==> config.mk <==
export PLATFORM = sky130hd
export DESIGN_NAME = divisor_algoritmico
export DESIGN_NICKNAME = d
export VERILOG_FILES = /design/src/rtl/divisor_algoritmico.sv
export SDC_FILE = /design/constraint.sdc
export NUM_CORES = 1
export LEC_CHECK = 0
export CORE_AREA = 5 5 146 148
export CTS_CLUSTER_DIAMETER = 30
export DETAILED_ROUTE_END_ITERATION = 12
export DIE_AREA = 0 0 151 153
export PLACE_DENSITY = 0.8
export SKIP_CTS_REPAIR_TIMING = 1
export SLEW_MARGIN = 20
export SYNTH_ARGS = -nofsm -noshare
export SYNTH_HDL_FRONTEND = slang
export SYNTH_SLANG_ARGS = --single-unit
export TNS_END_PERCENT = 5
==> constraint.sdc <==
create_clock -name CLK -period 3.9 [get_ports CLK]
set_input_delay 0.39 -clock CLK [delete_from_list [all_inputs] [get_ports CLK]]
set_output_delay 0.39 -clock CLK [all_outputs]
set_load 0.02 [all_outputs]
==> src/rtl/divisor_algoritmico.sv <==
`default_nettype none
// ============================================================================
// Module   : divisor_algoritmico
// Brief    : Sequential signed restoring divider (truncating, C-style / and %).
//            Optional macro DIV_ZERO_FAST_EN: DEN=0 skips the shift-subtract loop.
// Revision : 1.0 - initial release
// ============================================================================
module divisor_algoritmico #(
  parameter int tamanyo = 32
) (
  input  logic               CLK,
  input  logic               RSTn,
  input  logic               START,
  input  logic [tamanyo-1:0] NUM,
  input  logic [tamanyo-1:0] DEN,
  output logic [tamanyo-1:0] COC,
  output logic [tamanyo-1:0] RES,
  output logic               DONE
);

  localparam int              c_CW       = $clog2(tamanyo + 1);
  localparam logic [c_CW-1:0] c_CNT_INIT = c_CW'(tamanyo);
  localparam logic [c_CW-1:0] c_CNT_LAST = c_CW'(1);

  localparam logic [1:0] c_IDLE = 2'd0;
  localparam logic [1:0] c_LOOP = 2'd1;
  localparam logic [1:0] c_FIX  = 2'd2;

  logic [1:0]         r_state;
  logic [1:0]         w_state_nxt;
  logic [c_CW-1:0]    r_cnt;
  logic [tamanyo-1:0] r_rem;
  logic [tamanyo-1:0] r_quo;
  logic [tamanyo-1:0] r_den;
  logic               r_snum;
  logic               r_sq;

  logic               w_load;
  logic               w_step;
  logic               w_fix;
  logic               w_fast_zero;

  logic [tamanyo-1:0] w_num_mag;
  logic [tamanyo-1:0] w_den_mag;
  logic [tamanyo:0]   w_trial;

  // Magnitudes are unsigned, so the most negative value maps to 2^(tamanyo-1).
  assign w_num_mag = NUM[tamanyo-1] ? -NUM : NUM;
  assign w_den_mag = DEN[tamanyo-1] ? -DEN : DEN;

  // The shifted partial remainder always fits tamanyo bits because rem < den.
  assign w_trial = {r_rem, r_quo[tamanyo-1]} - {1'b0, r_den};

`ifdef DIV_ZERO_FAST_EN
  assign w_fast_zero = (DEN == '0);
`else
  assign w_fast_zero = 1'b0;
`endif

  always_ff @(posedge CLK or negedge RSTn) begin
    if (!RSTn) begin
      r_state <= c_IDLE;
    end else begin
      r_state <= w_state_nxt;
    end
  end

  always_comb begin
    w_state_nxt = r_state;
    case (r_state)
      c_IDLE:  if (START) w_state_nxt = w_fast_zero ? c_FIX : c_LOOP;
      c_LOOP:  if (r_cnt == c_CNT_LAST) w_state_nxt = c_FIX;
      c_FIX:   w_state_nxt = c_IDLE;
      default: w_state_nxt = c_IDLE;
    endcase
  end

  always_comb begin
    w_load = 1'b0;
    w_step = 1'b0;
    w_fix  = 1'b0;
    case (r_state)
      c_IDLE:  w_load = START;
      c_LOOP:  w_step = 1'b1;
      c_FIX:   w_fix  = 1'b1;
      default: ;
    endcase
  end

  always_ff @(posedge CLK or negedge RSTn) begin
    if (!RSTn) begin
      r_cnt  <= '0;
      r_rem  <= '0;
      r_quo  <= '0;
      r_den  <= '0;
      r_snum <= 1'b0;
      r_sq   <= 1'b0;
      COC    <= '0;
      RES    <= '0;
      DONE   <= 1'b0;
    end else begin
      DONE <= w_fix;
      if (w_load) begin
        r_den  <= w_den_mag;
        r_snum <= NUM[tamanyo-1];
        r_sq   <= NUM[tamanyo-1] ^ DEN[tamanyo-1];
        r_cnt  <= c_CNT_INIT;
        if (w_fast_zero) begin
          // Preload what the full loop would produce for a zero divisor.
          r_rem <= w_num_mag;
          r_quo <= '1;
        end else begin
          r_rem <= '0;
          r_quo <= w_num_mag;
        end
      end
      if (w_step) begin
        r_cnt <= r_cnt - 1'b1;
        r_quo <= {r_quo[tamanyo-2:0], ~w_trial[tamanyo]};
        if (w_trial[tamanyo]) begin
          r_rem <= {r_rem[tamanyo-2:0], r_quo[tamanyo-1]};
        end else begin
          r_rem <= w_trial[tamanyo-1:0];
        end
      end
      if (w_fix) begin
        COC <= r_sq   ? -r_quo : r_quo;
        RES <= r_snum ? -r_rem : r_rem;
      end
    end
  end

endmodule
`default_nettype wire

==> qor.yml <==
hold_class: "in -> async"
path_class: "reg -> reg"
ctsHtreeMaxLevel: 4
cp_max_fo: 13
power_density_nw_per_um2: 964
overflow: 0
die_h_um: 153
ios: 132
io_buffers: 131
postRouteAntennaNets: 0
power_w: 0.0126
leakage_nw: 5.64
postLayoutSetupSlackWorst_ns: 0.475
ys_types: 66
fin_skew_ns: 0.00585
initial_core_util_pct: 55.4
synth_edf_count: 0
start_kind: "register"
drc: 0
gp_congestion: 0.920
clkTransAtPathRegs_ns: 0.07
nNetsFinal: 1468
clock.fmax_mhz: 292
grt_pass1_wl_um: 45900
fin_area_um2: 13100
synth-seq-area-share_pct: 38.8
endpoint_kind: "register"
vias_per_cell: 5.85
yosysWarnings: 0
place_area_um2: 12600
crit_arrival_ns: 3.76
wl_um: 27100
hold_viol: 0
clock-sinks: 171
die_w_um: 151
first_pass_iters: 6
tightest_slew_ns: 0.960
tns_ns: 0
ys_ff_latch: 171
dp_slack_ns: 0.416
setup_viol: 0
dp_hpwl_um: 20300
ys.flop_type: "dfrtp_1"
ir_drop_v: 0.000498
coreArea_um2: 19900
synth_area_leaders: "dfrtp_1 39%, xor2_1 8.7%, o21ai_0 8.3%"
drive_gt1_share_pct: 5.31
dieArea_um2: 23100
synth-async-reset-ratio_pct: 100
cts_max_path_buffers: 2
syn2layout_area_growth_pct: 18.9
std_cell_rows: 52
period_needed_ns: 3.43
critPathRequiredTime_ns: 4.23
slew_headroom_pct: 36.0
fin_crit_sh_pct: 87.8
grtUsageTotal_pct: 24.2
first_global_vias: 9046
drt_iter0_drc: 650
max_cap_viol_count: 0
netlist.area_leader.share_pct: 38.8
avgRoutedWirePerCell_um: 16.5
final_cells: 1645
netlist.top_cell.by_area: "dfrtp_1"
grt_setup_unrepaired: "no"
netlist_instances: 1270
slew_viol_final: 0
root_buffer: "clkbuf_16"
syn_area_um2: 11000
cts_inserted_buffers: 17
syn-num-nets: 1376
insertion_delay_ns: 0.43
antennaDiodeCount: 0
antenna_found_initial: 0
dp_cells: 1613
status: "finished, final reports clean"
cts_tree: "built"
avgSynthCellArea_um2: 8.69
dr_total_vias: 9624
grt_max_degree: 124
==> cells in the final DEF (no fill, tap or decap), types with 6 or more instances in the layout <==
master             n
nand4_1            7
o21ai_1           11
o211ai_1          10
nor2_1            31
nor4_1             8
o41ai_1           24
a21o_1            19
buf_4             12
xor2_1           110
nor3_1            17
or3_1             15
clkdlybuf4s50_1  129
mux2i_1           23
a21oi_1           36
inv_1             51
nand2b_1          16
and3_1             6
nand2_1          208
or4_1             17
xnor2_1           34
a22oi_1           29
dfrtp_1          171
o21ai_0          184
ha_1              38
nand3_1           16
o31ai_1           33
clkbuf_16         17
==> path summary, 6_finish.rpt <==
path	end	slack, ns	startpoint	depth (start not counted)
max in group asynchronous	r_rem[17]	2.92	RSTn	2
min in group CLK	RES[18]	0.48	RES[18]	2
hold reg to reg	RES[18]	0.48	RES[18]	2
hold / removal	r_cnt[4]	0.1	RSTn	1
setup / recovery	r_rem[5]	0.47	r_quo[31]	12
setup reg to reg	r_rem[5]	0.47	r_quo[31]	12
==> flip-flops by register name (all words and copies together), names as in the netlist, 2 cells and up <==
| register | count |
|---|---|
| RES | 32 |
| r_den | 32 |
| r_quo | 32 |
| r_cnt | 6 |
| COC | 32 |
| r_rem | 32 |
| r_state | 2 |
==> logic make-up (layout without fill, tap and decap cells) <==
logic type,Yosys count,count (layout),share of synthesized area [%]
flip-flops,171,171,38.8
XOR/XNOR,144,144,11.4
buffers and inverters,123,228,4.22
adder cells (fa/ha/maj),39,39,4.49
AO/OA/AOI/OAI,398,398,22.7
AND/OR/NAND/NOR,370,370,16.1
multiplexers,25,25,2.29
==> synthesized netlist by cell type (17+ instances only) <==
master and instances:
mux2i_1 23, a21o_1 19, a22oi_1 29, nand2_1 208, inv_1 51, xnor2_1 34
a21oi_1 36, o31ai_1 33, or4_1 17, xor2_1 110, nand2b_1 17, dfrtp_1 171
ha_1 38, nor3_1 17, nor2_1 31, o21ai_0 184, clkbuf_1 64, o41ai_1 24
==> power breakdown <==
part,switching (W),internal (W)
registers,0.000976,0.00263
logic,0.00416,0.00325
clock network,0.000735,0.000904
total,0.00587,0.00678
==> per-stage QoR <==
step | hold slack (ns) | util, %
after floorplan | 0.0944 | -
after global placement | 0.460 | 63.1
after detailed placement | 0.471 | 63.1
after CTS | 0.128 | 65.9
after global routing | 0.169 | 65.9
final | 0.0976 | 65.9
==> metal layers <==
layer,part of all wire [%],track usage (%)
met5,0,0
met4,1.4,5.53
met3,6.7,2.72
met2,44,35.6
met1,48,38.2
==> layout make-up <==
class                      count  area (µm²)
multi-input combinational    976        6310
sequential                   171        4280
clock inverter                12         115
tap                          270         338
fill                        1676        6790
clock buffer                  20         447
timing repair buffer         145        1440
inverter                      51         191
==> worst max-delay path: stages, from the launching register on <==
cell and delay, ns:
dfrtp_1 0.35, inv_1 0.09, ha_1 0.23, fa_1 0.38
nand2b_1 0.19, a21oi_1 0.27, o21ai_0 0.24, a21oi_1 0.34
nor3_1 0.13, or3_1 0.48, buf_4 0.25, mux2i_1 0.14
o21ai_0 0.22
Note: power is estimated with default switching activity, not from simulation.
